===== src/rtl/pull_responder.sv =====
// pull_responder: a Depth-entry FIFO filled from a valid/ready push port and
// drained one word per request through a req/ack pull port. Each ack is
// delayed by at least MinLatency extra wait cycles.
// Optional feature: define PULL_RESPONDER_ERR_EN to compile in detection of a
// request dropped before it was acknowledged (sticky err_o). Without it,
// err_o is tied to 0.

module pull_responder #(
  parameter int unsigned DataWidth  = 32,
  parameter int unsigned Depth      = 4,
  parameter int unsigned MinLatency = 0
) (
  input  logic                     clk_i,
  input  logic                     rst_i,
  input  logic                     push_valid_i,
  output logic                     push_ready_o,
  input  logic [DataWidth-1:0]     push_data_i,
  input  logic                     pull_req_i,
  output logic                     pull_ack_o,
  output logic [DataWidth-1:0]     pull_data_o,
  output logic [$clog2(Depth):0]   depth_o,
  output logic                     err_o
);

  localparam int unsigned PtrW      = $clog2(Depth);
  localparam logic [PtrW:0] FullLevel = (PtrW+1)'(Depth);
  localparam logic [3:0]    LatInit   = 4'(MinLatency);
  localparam bit            NoLatency = (MinLatency == 0);

  typedef enum logic [1:0] {
    IDLE = 2'd0,
    WAIT = 2'd1,
    ACK  = 2'd2
  } state_e;

  state_e                 state_q, state_d;
  logic [DataWidth-1:0]   mem_q [Depth];
  logic [PtrW-1:0]        wr_ptr_q, rd_ptr_q;
  logic [PtrW:0]          depth_q;
  logic [3:0]             cnt_q, cnt_d;
  logic [DataWidth-1:0]   data_q;
  logic                   fifo_empty;
  logic                   push_fire;
  logic                   pop_fire;
  logic                   lat_done;

  assign fifo_empty   = (depth_q == '0);
  assign push_ready_o = ~rst_i & (depth_q != FullLevel);
  assign push_fire    = push_valid_i & push_ready_o;
  assign pop_fire     = (state_q == ACK);
  assign depth_o      = depth_q;
  assign pull_data_o  = data_q;

  // The IDLE cycle that sees the request already counts as one of the
  // MinLatency cycles, so WAIT may leave once at most one count remains.
  // This gives ack exactly 1 + MinLatency cycles after req is first sampled.
  assign lat_done = (cnt_q <= 4'd1);

  // FIFO storage: written on an accepted push, no reset needed on contents.
  always_ff @(posedge clk_i) begin
    if (push_fire) begin
      mem_q[wr_ptr_q] <= push_data_i;
    end
  end

  // FIFO pointers and occupancy; pops happen only at the end of an ACK cycle.
  always_ff @(posedge clk_i or posedge rst_i) begin
    if (rst_i) begin
      wr_ptr_q <= '0;
      rd_ptr_q <= '0;
      depth_q  <= '0;
    end else begin
      if (push_fire) begin
        wr_ptr_q <= wr_ptr_q + 1'b1;
      end
      if (pop_fire) begin
        rd_ptr_q <= rd_ptr_q + 1'b1;
      end
      case ({push_fire, pop_fire})
        2'b10:   depth_q <= depth_q + 1'b1;
        2'b01:   depth_q <= depth_q - 1'b1;
        default: depth_q <= depth_q;
      endcase
    end
  end

  // FSM state register and latency counter.
  always_ff @(posedge clk_i or posedge rst_i) begin
    if (rst_i) begin
      state_q <= IDLE;
      cnt_q   <= '0;
    end else begin
      state_q <= state_d;
      cnt_q   <= cnt_d;
    end
  end

  // FSM next-state and counter logic; decisions use registered occupancy
  // only, so a word pushed this cycle cannot be acked before the next one.
  always_comb begin
    state_d = state_q;
    cnt_d   = cnt_q;
    case (state_q)
      IDLE: begin
        if (pull_req_i) begin
          cnt_d = LatInit;
          if (!fifo_empty && NoLatency) begin
            state_d = ACK;
          end else begin
            state_d = WAIT;
          end
        end
      end
      WAIT: begin
        if (cnt_q != '0) begin
          cnt_d = cnt_q - 4'd1;
        end
        if (!pull_req_i) begin
          state_d = IDLE;
        end else if (lat_done && !fifo_empty) begin
          state_d = ACK;
        end
      end
      ACK: begin
        state_d = IDLE;
      end
      default: begin
        state_d = IDLE;
      end
    endcase
  end

  // FSM outputs: ack is asserted for the single ACK cycle.
  always_comb begin
    pull_ack_o = 1'b0;
    if (state_q == ACK) begin
      pull_ack_o = 1'b1;
    end
  end

  // Returned payload: captured from the FIFO head on entry to ACK and held
  // until the next ack. The head cannot change before that pop.
  always_ff @(posedge clk_i or posedge rst_i) begin
    if (rst_i) begin
      data_q <= '0;
    end else if (state_d == ACK && state_q != ACK) begin
      data_q <= mem_q[rd_ptr_q];
    end
  end

`ifdef PULL_RESPONDER_ERR_EN
  logic err_q;

  // Sticky error: request withdrawn while still waiting for its ack.
  always_ff @(posedge clk_i or posedge rst_i) begin
    if (rst_i) begin
      err_q <= 1'b0;
    end else if (state_q == WAIT && !pull_req_i) begin
      err_q <= 1'b1;
    end
  end

  assign err_o = err_q;
`else
  assign err_o = 1'b0;
`endif

endmodule


===== config.mk =====
export PLATFORM = sky130hd
export DESIGN_NAME = pull_responder
export DESIGN_NICKNAME = d
export VERILOG_FILES = /design/src/rtl/pull_responder.sv
export SDC_FILE = /design/constraint.sdc
export NUM_CORES = 1
export LEC_CHECK = 0
export ABC_AREA = 0
export ABC_CLOCK_PERIOD_IN_PS = 2100
export BUFFER_PORTS_ARGS = -buffer_cell sky130_fd_sc_hd__buf_2
export CORE_ASPECT_RATIO = 0.6
export CORE_UTILIZATION = 58
export DETAILED_ROUTE_END_ITERATION = 7
export PLACE_DENSITY = 0.79
export SLEW_MARGIN = 0
export SYNTH_ARGS = -nofsm -noshare
export SYNTH_HDL_FRONTEND = slang
export SYNTH_SLANG_ARGS = --single-unit

===== constraint.sdc =====
create_clock -name clk_i -period 2.1 [get_ports clk_i]
set_clock_uncertainty 0.05 [all_clocks]
set_input_delay 0.42 -clock clk_i [delete_from_list [all_inputs] [get_ports clk_i]]
set_output_delay 0.42 -clock clk_i [all_outputs]
set_load 0.02 [all_outputs]

Word level (Yosys, flattened, before mapping). Memories as Yosys holds them, arrays and structs flattened. A register that Yosys moved wholly into a read port is not among the register bits. Cells that the tools add are included.

Memories: 1. Word-level logic and storage cells: 45. Bits of input ports: 36. Register bits after elaboration: 13. Output and inout bits: 38. Bits in writable memories: 128.

$lt $le $gt $ge: 1. Equal/unequal tests: 9. Bitwise gates (word level): 3. Mux-type cells: 12. Reduce and logical (&&, ||, !) cells: 9. Add/subtract/negate cells: 5.

Memory list: mem_q (words 4, width 32, rd ports 1, clocked after memory_dff 1, write ports 1, RTL line 37) `logic [DataWidth-1:0] mem_q [Depth];`.

Operators by type and width (count): $mux 2 (4); $mux 4 (2); $pmux 4 s2 (1); $eq 2x2->1 const B (3); $ne 2x2->1 const B (3); $pmux 3 s2 (1); $add 2x1->2 const B (2); $eq 2x1->1 const B (2); $le 4x1->1 const B (1); $pmux 2 s2 (1); $reduce_bool 2->1 (2); $reduce_bool 4->1 (1); $sub 4x1->4 const B (1); $add 3x1->3 const B (1); $logic_not 3->1 (1); $mux 1 (3); $ne 3x3->1 const B (1); $reduce_and 3->1 (1); $sub 3x1->3 const B (1); $and 1x1->1 (2); $logic_and 1x1->1 (2); $logic_not 2->1 (1); $logic_not 1->1 (1); $not 1->1 (1).

Logic depth before layout (Yosys ltp). Gate-level depths: netlist of run 1.

Depth after elaboration: 8. Mapped depth: 10. Mapped depth without buffers: 10.

Worst setup path before layout of run 1. OpenSTA, ideal clock, no wires.

Path type: register to register. From: reg depth_q[1], in the netlist depth_o[1]. To: mem mem_q[0][0] (enable). Required time: 1.658 ns. Stages on the path, launching flop included: 4. Clock period less this slack: 2.516 ns. Path buffers: 0. Library setup time: 0.392 ns. Arrival time: 2.074 ns. Setup slack: -0.416 ns. Path through: dfrtp_1 > inv_1 > a31oi_1 > and3_1.

Word-level cells in the longest chain between the ends: 5.

Ends and longest elaborated chain: start: declaration (RTL line 39) `logic [PtrW:0] depth_q;`; start signal: assignment (RTL line 80) `2'b10: depth_q <= depth_q + 1'b1;`; start signal: assignment (RTL line 81) `2'b01: depth_q <= depth_q - 1'b1;`; start signal: assignment (RTL line 82) `default: depth_q <= depth_q;`; $ne 3x3->1 (RTL line 48) `assign push_ready_o = ~rst_i & (depth_q != FullLevel);`; $and 1x1->1 (RTL line 48); net push_ready_o (RTL line 16) `output logic push_ready_o,`; $and 1x1->1 (RTL line 49) `assign push_fire = push_valid_i & push_ready_o;`; $mux 1 (RTL line 61) `if (push_fire) begin`; $mux 1 (implied by the code) (RTL line 62) `mem_q[wr_ptr_q] <= push_data_i;`; end: declaration (RTL line 37).

The timed path passes the listed nets, and every way through them passes these cells.

Worst setup path after layout of run 1.
From: reg depth_q[1], in the netlist depth_o[1]. To: reg depth_q[2], in the netlist depth_o[2].

Word-level cells in the longest chain between the ends: 5. Elaborated cells on any way between the ends: 9. Classes of those cells: add/sub (2); eq/ne (3); mux (1); bitwise (2); reduce/logical (1).

Ends and longest elaborated chain: $ne 3x3->1 (RTL line 48); $and 1x1->1 (RTL line 48); $and 1x1->1 (RTL line 49); $eq 2x1->1 or $eq 2x2->1 (tied branches) (RTL line 79) `case ({push_fire, pop_fire})`; $pmux 3 s2 or $reduce_bool 2->1 (tied branches).

Parallel ways exist; a longest one is shown, timed or not. A chain may end at the register's enable or synchronous reset.

==> out/metrics.yaml, run 1 <==
status: "completed"
netlist.area_leader.share_pct: 58.08
hold_slack_ns: 0.1644
grt_max_degree: 33
clk_latency_ns: 0.42
placed_cells: 521
row_count: 29
crit_arrival_ns: 2.21
fin_nets: 452
finalNonFillerCells: 560
hold_class: "in2reg"
power_frac_clock_pct: 27.5
cts-root-buf: "clkbuf_16"
syn_nets: 354
grt_pass1_vias: 3321
vias: 3202
synth_edf_count: 128
cp_slowest_cell: "dfrtp_1"
io_pins: 74
crit_path_cell_trace: "inv_2, a31oi_4, and2_4, inv_1, ha_2, inv_1, fa_2, xor2_1, nor2_1, xor2_1"
drc: 0
seq_area_frac_synth_pct: 75.10
p_sw_share_pct: 29.87
cpPeakStageDelay_ns: 0.39
cts_num_sinks: 173
p_seq_share_pct: 43.2
synth_flop_cell: "edfxtp_1"
p_leak_uw: 0.002970
powerDensity_nw_per_um2: 1394
syn_inst: 309
first_iter_violations: 252
hpwl_um: 7034
drive_gt1_share_pct: 47.86
start_util_pct: 61.20
critical_path.endpoint_type: "register"
stdcell_area_um2: 7903
synth.largest_area_cell: "edfxtp_1"
fmax_mhz: 518.8
dieArea_um2: 11860
power_uw: 11020
cts_tree: "built"
crit_type: "reg2reg"
rsz0062_at_grt: "false"
startpoint_type: "register"
coreArea_um2: 10810
synthArstFlopShare_pct: 26.01
synth_area_leaders: "edfxtp_1, dfrtp_1, mux4_2"
place_area_um2: 7272
cts_buffer_depth: 2
fin_crit_ns: 1.927
via_per_inst: 5.718
avgSynthCellArea_um2: 21.42
cap_viol_max_count: 0
grt.total_usage_pct: 22.16
min_period_over_period_pct: 91.78
final_antenna_net_count: 0
setup_violations: 0
portBuffers: 72
syn_to_final_growth_pct: 19.42
synth_seq_cells: 173
die_width_um: 139.9
combPwrFrac_pct: 29.3
first_pass_iters: 4
syn-cell-area_um2: 6618
yosys.cell_types.count: 37
switchingPower_uw: 3291
intPower_uw: 7728
wire_per_inst_um: 21.12
worstPathMaxFanout: 6
grt_pass1_wl_um: 18680
antenna_found_initial: 2
htreeDepth: 4
fin_setup_tns_ns: 0
hold_viol: 0
cp.required_ns: 2.38
grt_overflow: 0
cts.clk_slew.worst_paths_ns: 0.06
peakVddDrop_uv: 997.7
drv_slew: 0
wl_um: 11830
yosys_warnings: 0
gp_congestion: 0.7906
numCtsBuffers: 17
fp.dieH_um: 84.74
## worst max-delay path: cells and delay by family (launching register included)
| family | cells | cell delay [ns] |
|---|---|---|
| xor+xnor | 2 | 0.31 |
| simple gates | 2 | 0.29 |
| fa+ha+maj | 2 | 0.50 |
| buf+inv | 3 | 0.19 |
| flops | 1 | 0.39 |
| compound gates | 1 | 0.11 |
## registers in the layout (all words and copies together), names as in the netlist
signal / cells
cnt_q: 4
depth_o: 3
mem_q: 128
pull_data_o: 32
rd_ptr_q: 2
state_q: 2
wr_ptr_q: 2
## cells in the final DEF, fill, tap and decap left out, types with 3 or more instances in the layout
cell	Yosys	final
edfxtp_1	128	128
buf_2	1	72
dfrtp_1	45	43
mux2_2	32	32
mux4_2	31	31
clkbuf_16	0	17
buf_4	1	10
buf_12	0	8
inv_1	10	7
ha_1	8	7
clkinv_2	0	5
and3_2	0	4
nand2_1	3	3
o21ai_0	3	3
a22o_1	3	3
inv_2	0	3
xnor2_1	3	3
xor2_1	3	3
clkinv_4	0	3
## worst paths after layout
path                            startpoint              end  slack [ns]  depth (start not counted)
min in group asynchronous            rst_i  pull_data_o[29]        0.55                          3
max in group asynchronous            rst_i  pull_data_o[10]        0.79                          5
hold / removal              push_data_i[0]      mem_q[3][0]        0.16                          1
setup / recovery                depth_o[1]       depth_o[2]        0.17                         10
setup reg to reg                depth_o[1]       depth_o[2]        0.17                         10
hold reg to reg            pull_data_o[22]  pull_data_o[22]        0.45                          1
## synth_stat cells, drive strengths merged (3+ instances only)
cell type	instances
a22o	3
xor2	3
ha	8
and3	4
edfxtp	128
xnor2	3
clkbuf	3
nand2	3
dfrtp	45
mux4	32
buf	9
mux2	33
inv	10
o21ai	3
## cells by family (layout without fill, tap and decap cells)
kind of cell / after synthesis / after routing / synth area share, %
flops: 173 / 173 / 75.10
mux: 66 / 66 / 16.71
buf+inv: 22 / 133 / 2.118
simple gates: 20 / 20 / 1.986
compound gates: 12 / 12 / 1.418
fa+ha+maj: 9 / 9 / 1.815
xor+xnor: 6 / 6 / 0.7942
other cells: 1 / 2 / 0.05667
## final cells by class
type,count,area [um^2]
clock buffers,17,425.4
repair buffers,91,605.6
well taps,139,173.9
inverters,10,37.54
clock inverters,15,147.6
diodes,1,2.502
fillers,659,2910
multi-input cells,114,1538
flip-flops and latches,173,4972
## power by group through the flow
stage / Sequential, uW / Combinational [uW] / Clock (uW)
after floorplan: 5110 / 1890 / 0
after global placement: 4800 / 3070 / 0
final: 4770 / 3220 / 3030
after detailed placement: 4840 / 3140 / 0
after CTS: 4780 / 3190 / 3080
after global routing: 4840 / 3470 / 3230
## per-stage QoR
step	setup slack [ns]	utilization, %
2_1_floorplan	0.01124	-
3_3_place_gp	0.1315	67.25
3_5_place_dp	0.03420	67.25
4_1_cts	0.008975	72.65
5_1_grt	0.02009	73.06
6_report	0.1726	73.08
## routing by layer
metal / global-route usage, % / share of wire, % / vias to the layer above
met4: 6.094 / 0.39 / 2
met3: 7.359 / 6.8 / 7
met1: 30.09 / 44 / 1672
met2: 34.95 / 49 / 100
li1: - / - / 1421
met5: 0 / 0.11 / -
## timing repair
item | in CTS | in global routing
endpoints found under the setup margin | 0 | 1
hold buffers | 1 | 0
resized for setup | 0 | 3
setup buffers | 0 | 5
endpoints found under the hold margin | 16 | 0
No activity file was read; power rests on OpenSTA's default activity.
==> run 2: changes to the inputs <==
--- a/config.mk
+++ b/config.mk
@@ -9,9 +9,9 @@
 export ABC_CLOCK_PERIOD_IN_PS = 2100
 export BUFFER_PORTS_ARGS = -buffer_cell sky130_fd_sc_hd__buf_2
 export CORE_ASPECT_RATIO = 0.6
-export CORE_UTILIZATION = 58
+export CORE_MARGIN = 5
+export CORE_UTILIZATION = 30
 export DETAILED_ROUTE_END_ITERATION = 7
-export PLACE_DENSITY = 0.79
 export SLEW_MARGIN = 0
 export SYNTH_ARGS = -nofsm -noshare
 export SYNTH_HDL_FRONTEND = slang
==> out/metrics.yaml, run 2 (synthesized netlist as in run 1, its figures left out) <==
status: "completed"
regMostFlops: "mem_q"
cts_num_sinks: 173  # unchanged
multiInputGateArea_um2: 1533  # -0.33%
cts_hold_buffers: 0  # -1
crit_type: "reg2reg"
min_period_over_period_pct: 95.16  # +3.4 points
fin_setup_tns_ns: 0  # unchanged
max-slew-margin-rel_pct: 63.67
rsz0062_at_grt: "false"
crit_arrival_ns: 2.30  # +0.09 ns
final_antenna_net_count: 0  # unchanged
r2r_cells: 10  # unchanged
io_pins: 74  # unchanged
grt_pass1_vias: 3528  # +6.2%
wl_um: 13250  # +12%
tightestPinTransition_ns: 0.5441
drv_slew: 0  # unchanged
fp.dieH_um: 125.0  # +48%
grt_max_degree: 34  # +3.0%
fillCellCount: 1998  # +200%
startpoint_type: "register"
wire_per_inst_um: 18.85  # -11%
via_per_inst: 4.546  # -20%
register_area_um2: 4972  # unchanged
finalNonFillerCells: 703  # +26%
grt_overflow: 0  # unchanged
critical_path.endpoint_type: "register"
die_width_um: 201.7  # +44%
hpwl_um: 8174  # +16%
placed_cells: 669  # +28%
setup_violations: 0  # unchanged
syn_to_final_growth_pct: 22.46
cp.required_ns: 2.40  # +0.02 ns
grt_pass1_wl_um: 20990  # +12%
htreeDepth: 4  # unchanged
final_common_cell: "edfxtp_1"
p_leak_uw: 0.002968  # about the same
first_pass_iters: 4  # unchanged
start_util_pct: 30.27  # -31 points
fin_crit_ns: 1.998  # +0.07097 ns
fin_nets: 449  # -0.66%
grt.total_usage_pct: 11.21  # -11 points
dieArea_um2: 25230  # +110%
vias: 3196  # -0.19%
clk_latency_ns: 0.43  # about the same
mostFrequentLayoutCells: "edfxtp_1, buf_2, dfrtp_1"
cts-root-buf: "clkbuf_16"
r2r_start: "depth_o[0]"
peakVddDrop_uv: 824.4  # -17%
cts_buffer_depth: 2  # unchanged
hold_class: "in2async"
r2r_slack_ns: 0.10  # -0.07 ns
antenna_found_initial: 3  # +1
cap_viol_max_count: 0  # unchanged
first_iter_violations: 188  # -25%
gp_congestion: 0.6922  # -12%
r2r-end: "depth_o[2]"
coreArea_um2: 21860  # +100%
drc: 0  # unchanged
drive_gt1_share_pct: 47.24  # -0.61 points
largest_register_ffs: 128  # unchanged
powerDensity_nw_per_um2: 1388  # -0.47%
diodes: 0  # -1
hold_viol: 0  # unchanged
portBuffers: 72  # unchanged
row_count: 42  # +45%
worstPathMaxFanout: 6  # unchanged
numCtsBuffers: 17  # unchanged
cts_tree: "built"
cts.clk_slew.worst_paths_ns: 0.07  # about the same
fmax_mhz: 500.4  # -3.6%
## run 2: cell types whose count changed in the layout (fill, tap and decap cells not counted), sizes merged
cell | before | now
diode | 1 | 0
clkinv | 9 | 2
dlygate4sd3 | 1 | 0
bufinv | 2 | 3
buf | 90 | 88
inv | 12 | 16
clkinvlp | 2 | 4
## run 2: repair_timing
item | 4_1_cts | 5_1_grt
gates resized for setup | 0 | 1
endpoints found under the setup margin | 0 | 1
buffers inserted | 0 | 2
## run 2: layer usage
metal	part of all wire (%)	track usage, %	vias up
met5	0.21	0	-
met4	1.2	3.293	6
met3	6.9	4.348	21
met2	47	17.18	90
met1	45	14.93	1669
li1	-	-	1410
## run 2: area by class of cell
type,instances,share of cell area (%)
multi-input cells,114,18.91
clock inverters,15,2.285
repair buffers,88,7.318
clock buffers,17,5.249
flip-flops and latches,173,61.36
well taps,286,4.416
inverters,10,0.4632
## run 2: metrics by stage
stage,util [%],hold slack [ns],power [uW],cell area [um^2],setup slack (ns)
4_1_cts,36.99,0.009834,11440,8087,0.03541
3_3_place_gp,34.20,0.4201,8073,7476,0.1037
5_1_grt,37.07,0.03561,11910,8104,0.005588
2_1_floorplan,-,0.4621,7004,6640,0.01124
3_5_place_dp,34.20,0.4350,8150,7476,0.05823
6_report,37.07,0.01437,11250,8104,0.1017
## run 2: worst max path at each step
stage                    start    endpoint  cells past startpoint  slack (ns)
floorplan           depth_o[0]  depth_o[2]                     10        0.01
global placement    depth_o[0]  depth_o[2]                     10        0.10
detailed placement  depth_o[0]  depth_o[2]                     10        0.06
CTS                 depth_o[0]  depth_o[2]                     10        0.04
global route        depth_o[0]  depth_o[2]                     10       0.006
finish              depth_o[0]  depth_o[2]                     10        0.10
## run 2: worst max-delay path: stages (launching register included)
cell and delay, ns:
dfrtp_1 0.41, inv_2 0.10, a31oi_4 0.10, and2_4 0.19
inv_1 0.05, ha_1 0.16, inv_1 0.06, fa_1 0.38
xor2_1 0.15, nor2_1 0.11, xor2_1 0.15
## run 2: power breakdown
group / total, uW / switching (uW) / internal, uW / leakage, uW
combinational: 3280 / 1680 / 1600 / 0.000984
clock: 3250 / 1350 / 1890 / 0.000285
sequential: 4720 / 341 / 4380 / 0.00170
total: 11200 / 3380 / 7870 / 0.00297
==> run 3: changes to the inputs <==
--- a/config.mk
+++ b/config.mk
@@ -10,7 +10,8 @@
 export BUFFER_PORTS_ARGS = -buffer_cell sky130_fd_sc_hd__buf_2
 export CORE_ASPECT_RATIO = 0.6
 export CORE_MARGIN = 5
-export CORE_UTILIZATION = 30
+export CORE_UTILIZATION = 28
+export CTS_CLUSTER_DIAMETER = 50
 export DETAILED_ROUTE_END_ITERATION = 7
 export SLEW_MARGIN = 0
 export SYNTH_ARGS = -nofsm -noshare
==> out/metrics.yaml, run 3 (synthesized netlist as in run 1, its figures left out) <==
fp.dieH_um: 129.1  # +3.2%
setup_violations: 0  # unchanged
vias: 3191  # -0.16%
dr_wl_met2_um: 6062  # -1.7%
wl_met1_um: 6330  # +5.7%
wire_per_inst_um: 18.16  # -3.7%
regMostFlops: "mem_q"
status: "completed"
dieArea_um2: 26910  # +6.7%
portBuffers: 72  # unchanged
fin_util_pct: 35.02  # -2.0 points
stdcell_area_um2: 8122  # +0.22%
io_pins: 74  # unchanged
cp_slowest_cell: "dfrtp_1"
drv_slew: 0  # unchanged
grt.total_usage_pct: 10.21  # -1.0 points
rsz0062_at_grt: "true"
grt_overflow: 0  # unchanged
cpPeakStageDelay_ns: 0.42  # about the same
topRoutingLayerUsed: "met5"
cts.clk_slew.worst_paths_ns: 0.07  # about the same
coreArea_um2: 23190  # +6.1%
wl_um: 13310  # +0.44%
r2r_start: "depth_o[0]"
fin_crit_ns: 1.945  # -0.05356 ns
cts-root-buf: "clkbuf_16"
max-slew-margin-rel_pct: 65.78  # +2.1 points
first_iter_violations: 190  # +1.1%
start_util_pct: 28.54  # -1.7 points
cts_num_sinks: 173  # unchanged
crit_type: "reg2reg"
wl_met3_um: 776  # -15%
antenna_found_initial: 4  # +1
cts_buffer_depth: 2  # unchanged
startpoint_type: "register"
mostFrequentLayoutCells: "edfxtp_1, buf_2, dfrtp_1"
powerDensity_nw_per_um2: 1377  # -0.77%
clk_latency_ns: 0.42  # about the same
final_common_cell: "edfxtp_1"
numCtsBuffers: 17  # unchanged
first_pass_iters: 4  # unchanged
hold_viol: 0  # unchanged
critical_path.endpoint_type: "register"
diodes: 0  # unchanged
largest_register_ffs: 128  # unchanged
tightestPinTransition_ns: 0.5125  # -0.03161 ns
die_width_um: 208.5  # +3.3%
fmax_mhz: 514.2  # +2.8%
drive_gt1_share_pct: 48.09  # +0.84 points
cap_viol_max_count: 0  # unchanged
final_antenna_net_count: 0  # unchanged
r2r-end: "depth_o[2]"
crit_path_cell_trace: "inv_2, a31oi_4, and2_4, inv_1, ha_2, inv_1, fa_2, xor2_1, nor2_1, xor2_1"
crit_arrival_ns: 2.25  # -0.05 ns
r2r_slack_ns: 0.16  # +0.05 ns
via_per_inst: 4.353  # -4.2%
hold_class: "in2async"
p_leak_uw: 0.002964  # -0.11%
fin_nets: 450  # +0.22%
grt_max_degree: 33  # -2.9%
worstPathMaxFanout: 6  # unchanged
hpwl_um: 8286  # +1.4%
htreeDepth: 4  # unchanged
place_area_um2: 7487  # +0.15%
peakVddDrop_uv: 712.3  # -14%
syn_to_final_growth_pct: 22.73
cts_tree: "built"
grt_pass1_vias: 3430  # -2.8%
row_count: 43  # +2.4%
gp_congestion: 0.6966  # +0.64%
drc: 0  # unchanged
min_period_over_period_pct: 92.61  # -2.6 points
r2r_cells: 10  # unchanged
grt_pass1_wl_um: 20400  # -2.8%
cp.required_ns: 2.40  # about the same
## run 3: where the power goes
group | internal [uW] | switching (uW)
logic | 1570 | 1740
clock network | 1800 | 1420
registers | 4370 | 276
total | 7740 | 3440
## run 3: routing by layer
metal  global-route usage [%]  vias up
met5                        0        -
met1                    13.75     1672
met4                    2.895        8
met3                    3.799       21
met2                    15.72       85
li1                         -     1405
## run 3: worst max-delay path by stage
| stage | slack, ns | depth (start not counted) | to | startpoint |
|---|---|---|---|---|
| 6_report | 0.16 | 10 | depth_o[2] | depth_o[0] |
| 2_1_floorplan | 0.01 | 10 | depth_o[2] | depth_o[0] |
| 3_5_place_dp | 0.03 | 8 | depth_o[1] | rst_i |
| 4_1_cts | 0.03 | 10 | depth_o[2] | depth_o[0] |
| 3_3_place_gp | 0.10 | 10 | depth_o[2] | depth_o[0] |
| 5_1_grt | -0.03 | 10 | depth_o[2] | depth_o[0] |
## run 3: area by class of cell
type	instances	area (um^2)
tap	315	394.1
multi-input combinational	114	1538
sequential	173	4972
timing repair buffer	89	575.6
clock buffer	17	425.4
fill	2190	15070
clock inverter	15	178.9
inverter	10	37.54
## run 3: worst max-delay path, delay by kind of cell (launching register included)
kind	cells	cell delay [ns]
AO/OA/AOI/OAI	1	0.10
XOR/XNOR	2	0.29
adder cells (fa/ha/maj)	2	0.51
buffers and inverters	3	0.21
flip-flops	1	0.42
AND/OR/NAND/NOR	2	0.29
## run 3: timing repair
action	4_1_cts	5_1_grt
buffers inserted	0	3
setup endpoints to repair	0	2
resized for setup	0	3
hold buffers	0	0
## run 3: through the flow
step                hold WS (ns)  power [uW]  setup TNS, ns  cells  setup WS (ns)
finish                 0.0009398       11180              0    733         0.1552
global route             0.04077       11790       -0.03080    733       -0.03080
CTS                     0.007649       11340              0    730        0.02538
detailed placement        0.4392        8081              0    698        0.03088
global placement          0.4204        7995              0    698         0.1013
floorplan                 0.4621        7004              0    309        0.01124
